$ cat src/rtl/riscv_pkg.sv
// Shared RV32I encoding constants used by the encoder and the decode stage.
// Holds opcodes, shift funct3 codes, the canonical NOP and a sign-extension check.
package riscv_pkg;

    localparam logic [6:0] OP_R     = 7'b0110011;
    localparam logic [6:0] OP_S     = 7'b0100011;
    localparam logic [6:0] OP_B     = 7'b1100011;
    localparam logic [6:0] OP_LUI   = 7'b0110111;
    localparam logic [6:0] OP_AUIPC = 7'b0010111;
    localparam logic [6:0] OP_JAL   = 7'b1101111;
    localparam logic [6:0] OP_JALR  = 7'b1100111;
    localparam logic [6:0] OP_SYS   = 7'b1110011;
    localparam logic [6:0] OP_LOAD  = 7'b0000011;
    localparam logic [6:0] OP_IMM   = 7'b0010011;

    localparam logic [2:0] F3_SLL = 3'b001;
    localparam logic [2:0] F3_SRX = 3'b101;

    localparam logic [31:0] NOP = 32'h0000_0013;

    typedef struct packed {
        logic        err;
        logic [31:0] word;
    } enc_t;

    // True when imm[31:msb] are all copies of imm[msb], i.e. the value fits the field.
    function automatic logic imm_fits(input logic [31:0] imm, input int unsigned msb);
        logic ok;
        ok = 1'b1;
        for (int i = 0; i < 32; i++) begin
            if (i >= int'(msb) && imm[i] != imm[msb]) begin
                ok = 1'b0;
            end
        end
        return ok;
    endfunction

endpackage

$ cat src/rtl/inst_pack.sv
// Combinational RV32I field packer: builds the instruction word from a decoded
// field bundle and flags encodings that cannot be represented.
module inst_pack
    import riscv_pkg::*;
#(
    parameter logic [31:0] NOP_INST = 32'h0000_0013
) (
    input  logic [6:0]  in_opcode,
    input  logic [4:0]  in_rd,
    input  logic [4:0]  in_rs1,
    input  logic [4:0]  in_rs2,
    input  logic [2:0]  in_funct3,
    input  logic [6:0]  in_funct7,
    input  logic [31:0] in_imm,
    input  logic [4:0]  in_shamt,
    output enc_t        enc
);

    logic [31:0] raw;
    logic        bad;
    logic [31:0] i_word;

    assign i_word = {in_imm[11:0], in_rs1, in_funct3, in_rd, in_opcode};

    always_comb begin
        raw = NOP_INST;
        bad = 1'b0;
        case (in_opcode)
            OP_R: begin
                raw = {in_funct7, in_rs2, in_rs1, in_funct3, in_rd, in_opcode};
            end
            OP_S: begin
                raw = {in_imm[11:5], in_rs2, in_rs1, in_funct3, in_imm[4:0], in_opcode};
                bad = !imm_fits(in_imm, 11);
            end
            OP_B: begin
                raw = {in_imm[12], in_imm[10:5], in_rs2, in_rs1, in_funct3,
                       in_imm[4:1], in_imm[11], in_opcode};
                bad = !imm_fits(in_imm, 12) || in_imm[0];
            end
            OP_LUI, OP_AUIPC: begin
                raw = {in_imm[31:12], in_rd, in_opcode};
                bad = (in_imm[11:0] != 12'd0);
            end
            OP_JAL: begin
                raw = {in_imm[20], in_imm[10:1], in_imm[11], in_imm[19:12], in_rd, in_opcode};
                bad = !imm_fits(in_imm, 20) || in_imm[0];
            end
            OP_JALR, OP_SYS, OP_LOAD: begin
                raw = i_word;
                bad = !imm_fits(in_imm, 11);
            end
            OP_IMM: begin
                // Shifts carry shamt instead of an immediate, so no range check applies.
                if (in_funct3 == F3_SLL) begin
                    raw = {7'b0, in_shamt, in_rs1, in_funct3, in_rd, in_opcode};
                end else if (in_funct3 == F3_SRX) begin
                    raw = {(in_funct7[5] ? 7'b0100000 : 7'b0000000), in_shamt, in_rs1,
                           in_funct3, in_rd, in_opcode};
                end else begin
                    raw = i_word;
                    bad = !imm_fits(in_imm, 11);
                end
            end
            default: begin
                bad = 1'b1;
            end
        endcase
        enc.err  = bad;
        enc.word = bad ? NOP_INST : raw;
    end

endmodule

$ cat src/rtl/inst_encoder.sv
// Instruction encoder: packs field bundles, buffers them in a 2-entry FIFO and
// tags each emitted word with its address, an error bit and a running count.
module inst_encoder
    import riscv_pkg::*;
#(
    parameter logic [31:0] BASE_PC  = 32'h0100_0000,
    parameter logic [31:0] NOP_INST = 32'h0000_0013
) (
    input  logic        clock,
    input  logic        reset_n,
    // Handshakes: a transfer happens on a rising edge where valid and ready are both 1.
    // in_ready depends only on registered occupancy; a held bundle must stay stable.
    input  logic        in_valid,
    output logic        in_ready,
    input  logic [6:0]  in_opcode,
    input  logic [4:0]  in_rd,
    input  logic [4:0]  in_rs1,
    input  logic [4:0]  in_rs2,
    input  logic [2:0]  in_funct3,
    input  logic [6:0]  in_funct7,
    input  logic [31:0] in_imm,
    input  logic [4:0]  in_shamt,
    output logic        out_valid,
    input  logic        out_ready,
    output logic [31:0] out_inst,
    output logic [31:0] out_pc,
    output logic        out_err,
    output logic        err_sticky,
    output logic [31:0] inst_count
);

    enc_t        enc;
    enc_t        fifo_q [2];
    enc_t        fifo_d [2];
    enc_t        last_q, last_d;
    enc_t        head;
    logic        wr_ptr_q, wr_ptr_d;
    logic        rd_ptr_q, rd_ptr_d;
    logic [1:0]  count_q, count_d;
    logic [31:0] pc_q, pc_d;
    logic [31:0] cnt_q, cnt_d;
    logic        sticky_q, sticky_d;
    logic        push, pop;

    inst_pack #(
        .NOP_INST (NOP_INST)
    ) u_pack (
        .in_opcode (in_opcode),
        .in_rd     (in_rd),
        .in_rs1    (in_rs1),
        .in_rs2    (in_rs2),
        .in_funct3 (in_funct3),
        .in_funct7 (in_funct7),
        .in_imm    (in_imm),
        .in_shamt  (in_shamt),
        .enc       (enc)
    );

    assign in_ready  = (count_q != 2'd2);
    assign out_valid = (count_q != 2'd0);
    assign push      = in_valid && in_ready;
    assign pop       = out_valid && out_ready;
    assign head      = fifo_q[rd_ptr_q];

    // When empty, present the last popped entry so the outputs hold steady.
    assign out_inst   = out_valid ? head.word : last_q.word;
    assign out_err    = out_valid ? head.err  : last_q.err;
    assign out_pc     = pc_q;
    assign err_sticky = sticky_q;
    assign inst_count = cnt_q;

    always_comb begin
        fifo_d   = fifo_q;
        last_d   = last_q;
        wr_ptr_d = wr_ptr_q;
        rd_ptr_d = rd_ptr_q;
        count_d  = count_q;
        pc_d     = pc_q;
        cnt_d    = cnt_q;
        sticky_d = sticky_q;
        if (push) begin
            fifo_d[wr_ptr_q] = enc;
            wr_ptr_d         = ~wr_ptr_q;
            if (enc.err) begin
                sticky_d = 1'b1;
            end
        end
        if (pop) begin
            last_d   = head;
            rd_ptr_d = ~rd_ptr_q;
            pc_d     = pc_q + 32'd4;
            cnt_d    = cnt_q + 32'd1;
        end
        case ({push, pop})
            2'b10:   count_d = count_q + 2'd1;
            2'b01:   count_d = count_q - 2'd1;
            default: count_d = count_q;
        endcase
    end

    always_ff @(posedge clock or negedge reset_n) begin
        if (!reset_n) begin
            fifo_q[0] <= '0;
            fifo_q[1] <= '0;
            last_q    <= '0;
            wr_ptr_q  <= 1'b0;
            rd_ptr_q  <= 1'b0;
            count_q   <= 2'd0;
            pc_q      <= BASE_PC;
            cnt_q     <= 32'd0;
            sticky_q  <= 1'b0;
        end else begin
            fifo_q[0] <= fifo_d[0];
            fifo_q[1] <= fifo_d[1];
            last_q    <= last_d;
            wr_ptr_q  <= wr_ptr_d;
            rd_ptr_q  <= rd_ptr_d;
            count_q   <= count_d;
            pc_q      <= pc_d;
            cnt_q     <= cnt_d;
            sticky_q  <= sticky_d;
        end
    end

endmodule

$ cat config.mk
export PLATFORM = sky130hd
export DESIGN_NAME = inst_encoder
export DESIGN_NICKNAME = d
export VERILOG_FILES = /design/src/rtl/riscv_pkg.sv /design/src/rtl/inst_pack.sv /design/src/rtl/inst_encoder.sv
export SDC_FILE = /design/constraint.sdc
export NUM_CORES = 1
export LEC_CHECK = 0
export ABC_AREA = 1
export BUFFER_PORTS_ARGS = -buffer_cell sky130_fd_sc_hd__clkbuf_2
export CAP_MARGIN = 10
export CORE_MARGIN = 3
export CORE_UTILIZATION = 40
export DETAILED_ROUTE_END_ITERATION = 12
export GPL_TIMING_DRIVEN = 0
export PLACE_DENSITY_LB_ADDON = 0.08
export SLEW_MARGIN = 20
export SYNTH_ARGS = -nofsm -noshare
export SYNTH_HDL_FRONTEND = slang
export SYNTH_SLANG_ARGS = --single-unit
$ cat constraint.sdc
create_clock -name clock -period 2.7 [get_ports clock]
set_clock_uncertainty 0.1 [all_clocks]
set_input_delay 0 -clock clock [delete_from_list [all_inputs] [get_ports clock]]
set_output_delay 0 -clock clock [all_outputs]
set_load 0.005 [all_outputs]
==> impl_metrics.env, run 1 <==
export IMPL_crit_start="count_q[0]$_DFFE_PN0P_"
export IMPL_final_common_cell="nand2_1"
export IMPL_p_sw_mw=2.67
export IMPL_gp_congestion=0.883
export IMPL_portBuffers=169
export IMPL_io_pins=173
export IMPL_final_cell_mix="nand2_1, clkbuf_2, dfrtp_1"
export IMPL_cp_required_ns=2.60
export IMPL_rows=56
export IMPL_p_int_mw=4.58
export IMPL_clock_sinks=166
export IMPL_start_kind="register"
export IMPL_clkTransAtPathRegs_ns=0.07
export IMPL_cts_root_buf="clkbuf_16"
export IMPL_finalSetupViolCount=0
export IMPL_dieArea_um2=25900
export IMPL_sw_frac_of_total_pct=36.8
export IMPL_grt_overflow=0
export IMPL_drt_wl_total_um=27500
export IMPL_coreArea_um2=23500
export IMPL_htreeDepth=4
export IMPL_worst_pin_slew_ns=0.713
export IMPL_yosysSeqAreaShare_pct=43.3
export IMPL_grt_max_degree=85
export IMPL_grt_pass1_wl_um=45700
export IMPL_dp_cells=1842
export IMPL_drv_cap=0
export IMPL_synth_seq_cells=166
export IMPL_via_count=9209
export IMPL_detail_route_antenna_nets=0
export IMPL_syn_area_um2=9600
export IMPL_cts_tree="built"
export IMPL_yosys_warnings=0
export IMPL_grt_pass1_vias=9154
export IMPL_reg2reg_slack_ns=0.43
export IMPL_wl_per_cell_um=14.4
export IMPL_slew_headroom_pct=52.5
export IMPL_arrival_ns=2.32
export IMPL_ff2ff_path_depth=8
export IMPL_cts_buffer_depth=2
export IMPL_power_density_nw_per_um2=610
export IMPL_holdCritPathClass="in2reg"
export IMPL_detailed_place_hpwl_um=21200
export IMPL_antenna_cells=0
export IMPL_worst_slack_ns=0.278
export IMPL_power_frac_seq_pct=39.8
export IMPL_grt_usage_pct=21.7
export IMPL_fin_nets=1659
export IMPL_start_util_pct=40.8
export IMPL_end_kind="output pin"
export IMPL_crit_family="buffers and inverters"
export IMPL_critical_path_slowest_cell="dfrtp_1"
export IMPL_die_y_um=161
export IMPL_fin_crit_ns=2.42
export IMPL_maxSlewViolCount=0
export IMPL_pwr_share_clk_pct=33.5
export IMPL_reg2reg_from="count_q[0]$_DFFE_PN0P_"
export IMPL_critPathMaxFanout=10
export IMPL_fin_crit_sh_pct=89.7
export IMPL_status="finished clean"
export IMPL_cts_buffers=17
export IMPL_drtIter0Drc=559
export IMPL_crit_path_end="out_inst[27]"
export IMPL_path_common_cell="clkbuf_1"
export IMPL_synth_avg_cell_area_um2=7.10
export IMPL_critical_path_class="reg2out"
export IMPL_ir_drop_uv=518
export IMPL_p_leak_nw=6.34
export IMPL_crit_buf_inv=4
export IMPL_path_cells="inv_2, nand2_2, clkbuf_1, clkbuf_1, nand2_1, o21ai_0, clkbuf_2"
export IMPL_postSynthCellCount=1352
export IMPL_final_instance_count_excl_fill=1915
export IMPL_firstDrtPassIters=7
export IMPL_cp_num_cells=7
export IMPL_power_total_mw=7.25
export IMPL_area_delta_synth_final_pct=23.8
export IMPL_fmax_mhz=413
export IMPL_drive_above_1_share_pct=16.2
export IMPL_fin_setup_tns_ns=0
export IMPL_final_core_util_pct=50.5
export IMPL_die_w_um=161
export IMPL_post_place_ws_ns=0.431
export IMPL_post_route_drc_count=0
export IMPL_rsz0062_at_grt="false"
export IMPL_cpPeakStageDelay_ns=0.44
export IMPL_clk_latency_ns=0.43
export IMPL_worstReg2RegEnd="count_q[1]$_DFFE_PN0P_"
export IMPL_comb_power_share_pct=26.7
export IMPL_viasPerCell=4.81
export IMPL_yosysUniqueCellTypes=40
export IMPL_antenna_found_initial=0
export IMPL_hold_viol=0
logic make-up after synthesis:
logic type	count (synthesis)	share of synthesized area (%)
DFF	166	43.3
other	1	0.0391
buffers and inverters	196	8.60
AOI/OAI and AO/OA	100	5.37
adders and majority gates	3	0.391
and+or+nand+nor	827	36.9
xor gates and xnor gates	59	5.38
through the flow:
step | instance area [um2] | hold slack (ns)
after CTS | 11900 | 0.00260
after global placement | 10800 | 0.278
final | 11900 | 0.0221
after global routing | 11900 | 0.0631
after floorplan | 9600 | -0.396
after detailed placement | 10900 | -0.00469
how the worst min path moves through the flow:
stage                    from  cells after the start  slack [ns]                     end
detailed placement    reset_n                      1      -0.005  out_pc[20]$_DFFE_PN0P_
floorplan             reset_n                      0       -0.40  count_q[0]$_DFFE_PN0P_
CTS                 in_imm[5]                      5       0.003  fifo_q[58]$_DFFE_PN0P_
finish              in_imm[9]                      5        0.02  fifo_q[29]$_DFFE_PN0P_
global route        in_imm[5]                      5        0.06  fifo_q[58]$_DFFE_PN0P_
global placement    in_rs1[2]                      5        0.28  fifo_q[50]$_DFFE_PN0P_
cells in the mapped netlist:
library cell    n  share of area [%]
nor2_1        112                4.4
nand3_2         1               0.10
o22ai_1         1              0.065
xor2_1         44                4.0
buf_4           2               0.16
buf_6           7               0.82
o21ai_0        87                4.5
nand3_1        41                2.1
nand2_4         5               0.59
nor4_1          4               0.26
ha_1            3               0.39
nand2_1       541                 21
nand3_4         2               0.36
clkbuf_1       26                1.0
dfstp_2         1               0.27
nor2_4          3               0.35
nor3_2          1               0.10
dfrtp_1       165                 43
inv_2           6               0.23
a21oi_4         1               0.17
clkinv_1        1              0.039
nand3b_1        2               0.16
and3_1          2               0.13
inv_1         135                5.3
a21boi_0        1              0.078
a21oi_1         7               0.36
nand2_2         5               0.33
or2_2           2               0.13
xnor2_1        15                1.4
nor3_1         25                1.3
o21ai_1         3               0.16
nand4_1        73                4.8
buf_2          11               0.57
nand4_2         1               0.13
nor2_2          6               0.39
buf_1           6               0.23
conb_1          1              0.039
buf_8           1               0.16
nor3_4          1               0.17
clkinv_4        1              0.091
worst min-delay path: cells and delay by family:
kind	cells	cell delay [ns]
buf+inv	1	0.12
simple gates	4	0.39
final cells by class:
type | count | area (um2)
fillers | 2472 | 11700
multi-input cells | 991 | 4620
flip-flops and latches | 166 | 4160
repair buffers | 211 | 1290
inverters | 143 | 542
clock buffers | 17 | 425
well taps | 319 | 399
plain buffers | 53 | 284
clock inverters | 15 | 160
timing repair:
item	CTS	global route
endpoints found under the hold margin	145	0
resized for setup	0	0
hold buffers	41	0
setup buffers	0	0
registers in the layout, summed over array words and instances, names as in the netlist:
| register | flops |
|---|---|
| count_q | 2 |
| out_pc | 30 |
| rd_ptr_q | 1 |
| fifo_q | 66 |
| err_sticky | 1 |
| last_q | 33 |
| wr_ptr_q | 1 |
| inst_count | 32 |
metal layers:
layer,vias to the layer above,GRT usage (%),share of wire (%)
li1,4722,-,-
met1,4182,30.0,48
met2,268,35.3,46
met3,37,3.30,4.7
met4,0,6.49,1.9
met5,-,0,0
power by group through the flow:
stage	Clock, mW	Combinational [mW]	Sequential, mW
floorplan	0	1.11	2.90
global placement	0	1.89	2.93
detailed placement	0	1.92	2.93
CTS	2.48	1.97	2.89
global route	2.59	2.19	2.92
finish	2.43	1.94	2.89
Power figures use the tool's default switching activity.
==> inputs of run 2 (changes only) <==
Settings changed: CTS_BUF_LIST from default to sky130_fd_sc_hd__clkbuf_8.
Clock period 2.7 ns to 2.35 ns, I/O delays scaled along.
==> impl_metrics.env, run 2 (synthesis results as in run 1) <==
export IMPL_die_w_um=161
export IMPL_via_count=9201
export IMPL_cts_buffer_depth=2
export IMPL_drt_wl_total_um=27500
export IMPL_critical_path_class="in2reg"
export IMPL_grt_pass1_vias=9236
export IMPL_rsz0062_at_grt="false"
export IMPL_post_place_ws_ns=0.0810
export IMPL_arrival_ns=2.50
export IMPL_hold_viol=0
export IMPL_die_y_um=161
export IMPL_dieArea_um2=25900
export IMPL_fin_nets=1671
export IMPL_reg2reg_slack_ns=0.13
export IMPL_holdCritPathClass="in2reg"
export IMPL_drv_cap=0
export IMPL_firstDrtPassIters=5
export IMPL_power_total_mw=7.64
export IMPL_slew_headroom_pct=52.7
export IMPL_critPathMaxFanout=9
export IMPL_grt_max_degree=85
export IMPL_cpPeakStageDelay_ns=0.65
export IMPL_cts_root_buf="clkbuf_8"
export IMPL_whs_ns=0.0440
export IMPL_detail_route_antenna_nets=0
export IMPL_grt_overflow=0
export IMPL_viasPerCell=4.77
export IMPL_status="finished clean"
export IMPL_postCtsSetupBuffers=0
export IMPL_fin_crit_sh_pct=94.9
export IMPL_finalSetupViolCount=0
export IMPL_wl_per_cell_um=14.3
export IMPL_grt_usage_pct=21.8
export IMPL_maxSlewViolCount=0
export IMPL_drive_above_1_share_pct=17.0
export IMPL_io_pins=173
export IMPL_area_delta_synth_final_pct=23.4
export IMPL_power_density_nw_per_um2=645
export IMPL_start_kind="primary input"
export IMPL_finish_instance_area_um2=11800
export IMPL_fin_crit_ns=2.23
export IMPL_clkTransAtPathRegs_ns=0.10
export IMPL_portBuffers=169
export IMPL_fmax_mhz=448
export IMPL_critical_path_slowest_cell="dlygate4sd3_1"
export IMPL_start_util_pct=40.8
export IMPL_p_leak_nw=6.35
export IMPL_gp_congestion=0.883
export IMPL_end_kind="register"
export IMPL_final_common_cell="nand2_1"
export IMPL_antenna_cells=0
export IMPL_path_common_cell="nand2_1"
export IMPL_cts_buffers=17
export IMPL_fillerInstances=2472
export IMPL_clock_sinks=166
export IMPL_post_route_drc_count=0
export IMPL_detailed_place_hpwl_um=21200
export IMPL_fin_setup_tns_ns=0
export IMPL_worst_pin_slew_ns=0.710
export IMPL_path_cells="dlygate4sd3_1, clkbuf_2, inv_2, nand2_1, nor2_1, nand2_1, clkinvlp_4, nand2_1, nand4_1, dlygate4sd3_1, nand4_1, nand2_1"
export IMPL_drtIter0Drc=528
export IMPL_cp_required_ns=2.62
export IMPL_cts_tree="built"
export IMPL_top_register="fifo_q"
export IMPL_worst_slack_ns=0.119
export IMPL_htreeDepth=4
export IMPL_antenna_found_initial=0
export IMPL_coreArea_um2=23500
export IMPL_grt_pass1_wl_um=45900
export IMPL_largest_reg_flops=66
export IMPL_placed_cell_area_um2=10900
export IMPL_clk_latency_ns=0.47
export IMPL_rows=56
export IMPL_final_cell_mix="nand2_1, clkbuf_2, dfrtp_1"
export IMPL_ir_drop_uv=330
==> run 2: cell count changes in the layout (fill, tap and decap cells not counted), sizes merged <==
cell / before / now
clkbuf: 212 / 211
clkinv: 6 / 5
clkinvlp: 1 / 2
dlygate4sd3: 41 / 54
==> run 2: worst paths after layout <==
path,startpoint,endpoint,depth (start not counted)
setup reg to reg,count_q[0]$_DFFE_PN0P_,fifo_q[31]$_DFFE_PN0P_,9
setup / recovery,in_opcode[6],fifo_q[21]$_DFFE_PN0P_,12
min in group asynchronous,reset_n,out_pc[20]$_DFFE_PN0P_,2
hold / removal,in_opcode[4],fifo_q[37]$_DFFE_PN0P_,6
hold reg to reg,fifo_q[34]$_DFFE_PN0P_,fifo_q[34]$_DFFE_PN0P_,2
max in group asynchronous,reset_n,fifo_q[55]$_DFFE_PN0P_,3
==> run 2: metrics by stage <==
stage          instances  util (%)
2_1_floorplan       1353         -
4_1_cts             1928      50.2
6_report            1927      50.3
5_1_grt             1927      50.3
3_5_place_dp        1842      46.2
3_3_place_gp        1841      46.1
==> run 2: timing repair <==
item,CTS,global route
cloned,0,0
endpoints found under the hold margin,159,0
hold buffers,54,0
resized for setup,7,14
endpoints found under the setup margin,27,54
==> run 2: power breakdown <==
part / switching [mW] / leakage (nW) / internal [mW] / total, mW
clock: 1.19 / 0.199 / 0.885 / 2.07
combinational: 1.54 / 3.95 / 0.688 / 2.23
sequential: 0.240 / 2.20 / 3.10 / 3.34
==> run 2: layout make-up <==
cell class                      count  area (um2)  area share, %
Buffer                             52         294           2.48
Clock buffer                       17         234           1.98
Clock inverter                     15         160           1.35
Inverter                          143         546           4.61
Multi-Input combinational cell    991        4630           39.1
Sequential cell                   166        4160           35.1
Tap cell                          319         399           3.37
Timing Repair Buffer              224        1420           12.0
==> run 2: per-layer routing <==
layer	vias up	wire length, um	track usage (%)
met4	0	432	5.87
li1	4740	-	-
met1	4156	12900	29.9
met3	35	1490	3.22
met5	-	0	0
met2	270	12700	36.2
==> run 2: critical path: cells and delay by family <==
family / cells / cell delay (ns)
AND/OR/NAND/NOR: 7 / 0.84
buffers and inverters: 5 / 1.64
==> inputs of run 3 (changes only) <==
Settings changed: REMOVE_ABC_BUFFERS from default to 1.
==> impl_metrics.env, run 3 (synthesis results as in run 1) <==
export IMPL_top_register="fifo_q"
export IMPL_grt_overflow=0
export IMPL_wl_per_cell_um=14.8
export IMPL_clk_latency_ns=0.47
export IMPL_cp_required_ns=2.25
export IMPL_dieArea_um2=25900
export IMPL_grt_usage_pct=21.1
export IMPL_fmax_mhz=443
export IMPL_fin_nets=1646
export IMPL_reg2reg_slack_ns=0.11
export IMPL_slew_headroom_pct=53.4
export IMPL_finalSetupViolCount=0
export IMPL_largest_reg_flops=66
export IMPL_grt_pass1_wl_um=44700
export IMPL_reg2reg_from="count_q[1]$_DFFE_PN0P_"
export IMPL_power_density_nw_per_um2=670
export IMPL_start_kind="register"
export IMPL_fin_crit_ns=2.26
export IMPL_highest_layer="met4"
export IMPL_clkTransAtPathRegs_ns=0.11
export IMPL_via_count=9214
export IMPL_post_place_ws_ns=-0.473
export IMPL_io_pins=173
export IMPL_die_w_um=161
export IMPL_p_leak_nw=6.38
export IMPL_critical_path_class="reg2out"
export IMPL_fin_crit_sh_pct=96.1
export IMPL_final_core_util_pct=51.0
export IMPL_wl_met1_um=13400
export IMPL_worst_pin_slew_ns=0.699
export IMPL_drive_above_1_share_pct=17.3
export IMPL_grt_pass1_vias=8801
export IMPL_drv_cap=0
export IMPL_critPathMaxFanout=6
export IMPL_rows=56
export IMPL_hp_start="in_shamt[0]"
export IMPL_gp_congestion=0.931
export IMPL_cts_buffers=17
export IMPL_power_total_mw=8.05
export IMPL_post_route_drc_count=0
export IMPL_fillerInstances=2449
export IMPL_area_delta_synth_final_pct=25.1
export IMPL_antenna_cells=0
export IMPL_cts_buffer_depth=2
export IMPL_die_y_um=161
export IMPL_rsz0062_at_grt="true"
export IMPL_holdCritPathClass="in2reg"
export IMPL_dr_wl_met3_um=1170
export IMPL_worstReg2RegEnd="inst_count[27]$_DFFE_PN0P_"
export IMPL_ir_drop_uv=433
export IMPL_coreArea_um2=23500
export IMPL_wl_met2_um=13200
export IMPL_firstDrtPassIters=5
export IMPL_min_to="fifo_q[53]$_DFFE_PN0P_"
export IMPL_cts_root_buf="clkbuf_8"
export IMPL_htreeDepth=4
export IMPL_ff2ff_path_depth=9
export IMPL_final_cell_mix="nand2_1, clkbuf_2, dfrtp_1"
export IMPL_viasPerCell=4.84
export IMPL_status="finished clean"
export IMPL_arrival_ns=2.16
export IMPL_end_kind="output pin"
export IMPL_detail_route_antenna_nets=0
export IMPL_maxSlewViolCount=0
export IMPL_portBuffers=170
export IMPL_cts_tree="built"
export IMPL_drt_wl_total_um=28100
export IMPL_detailed_place_hpwl_um=18900
export IMPL_worst_slack_ns=0.0910
export IMPL_start_util_pct=40.8
export IMPL_final_common_cell="nand2_1"
export IMPL_drtIter0Drc=612
export IMPL_grt_max_degree=79
export IMPL_clock_sinks=166
export IMPL_hold_path_cell_count=7
export IMPL_antenna_found_initial=0
export IMPL_hold_viol=0
-- run 3: worst max-delay path by stage --
stage,slack (ns),depth (start not counted),endpoint,start
floorplan,-0.92,10,inst_count[22]$_DFFE_PN0P_,count_q[0]$_DFFE_PN0P_
global placement,-2.25,7,fifo_q[52]$_DFFE_PN0P_,count_q[0]$_DFFE_PN0P_
detailed placement,-0.47,13,fifo_q[25]$_DFFE_PN0P_,in_opcode[1]
CTS,-0.002,9,inst_count[27]$_DFFE_PN0P_,count_q[1]$_DFFE_PN0P_
global route,-0.01,8,fifo_q[39]$_DFFE_PN0P_,count_q[0]$_DFFE_PN0P_
finish,0.09,5,out_inst[29],count_q[1]$_DFFE_PN0P_
-- run 3: area by class of cell --
cell class	count	area (um2)	area share [%]
timing repair buffer	249	1760	14.6
tap	319	399	3.32
inverter	143	552	4.59
multi-input combinational	993	4720	39.3
clock buffer	17	234	1.95
clock inverter	15	185	1.54
sequential	166	4160	34.6
-- run 3: repair_timing --
action                                  CTS  global route
endpoints found under the hold margin   250             0
gates resized for setup                   9            10
gates cloned                              0             3
buffers inserted                          3             8
endpoints found under the setup margin   84            92
pin swaps                                 2             3
hold buffers                             60             0
-- run 3: layer usage --
layer  vias up  track usage (%)
met1      4277             29.2
met5         -                0
met2       221             35.0
met3        31             3.30
li1       4685                -
met4         0             4.65
-- run 3: critical path, cell delays in order, from the launching register on --
cell and delay (ns):
dfrtp_1 0.41, inv_1 0.41, nand2_8 0.09, buf_4 0.18
o21ai_0 0.40, clkbuf_2 0.21
-- run 3: report_power, final --
| group | internal, mW | switching (mW) | total [mW] |
|---|---|---|---|
| Clock | 0.995 | 1.24 | 2.23 |
| Sequential | 3.11 | 0.353 | 3.46 |
| Combinational | 0.759 | 1.60 | 2.36 |
-- run 3: stage by stage --
stage / hold slack [ns] / TNS (ns) / instance area [um2] / cells
detailed placement: -0.152 / -22.79 / 10800 / 1797
floorplan: -0.396 / -32.18 / 9320 / 1300
global route: 0.0632 / -0.0335 / 12000 / 1902
CTS: 0.00258 / -0.00161 / 11900 / 1892
global placement: 0.251 / -574.68 / 10600 / 1789
finish: 0.0373 / 0 / 12000 / 1902
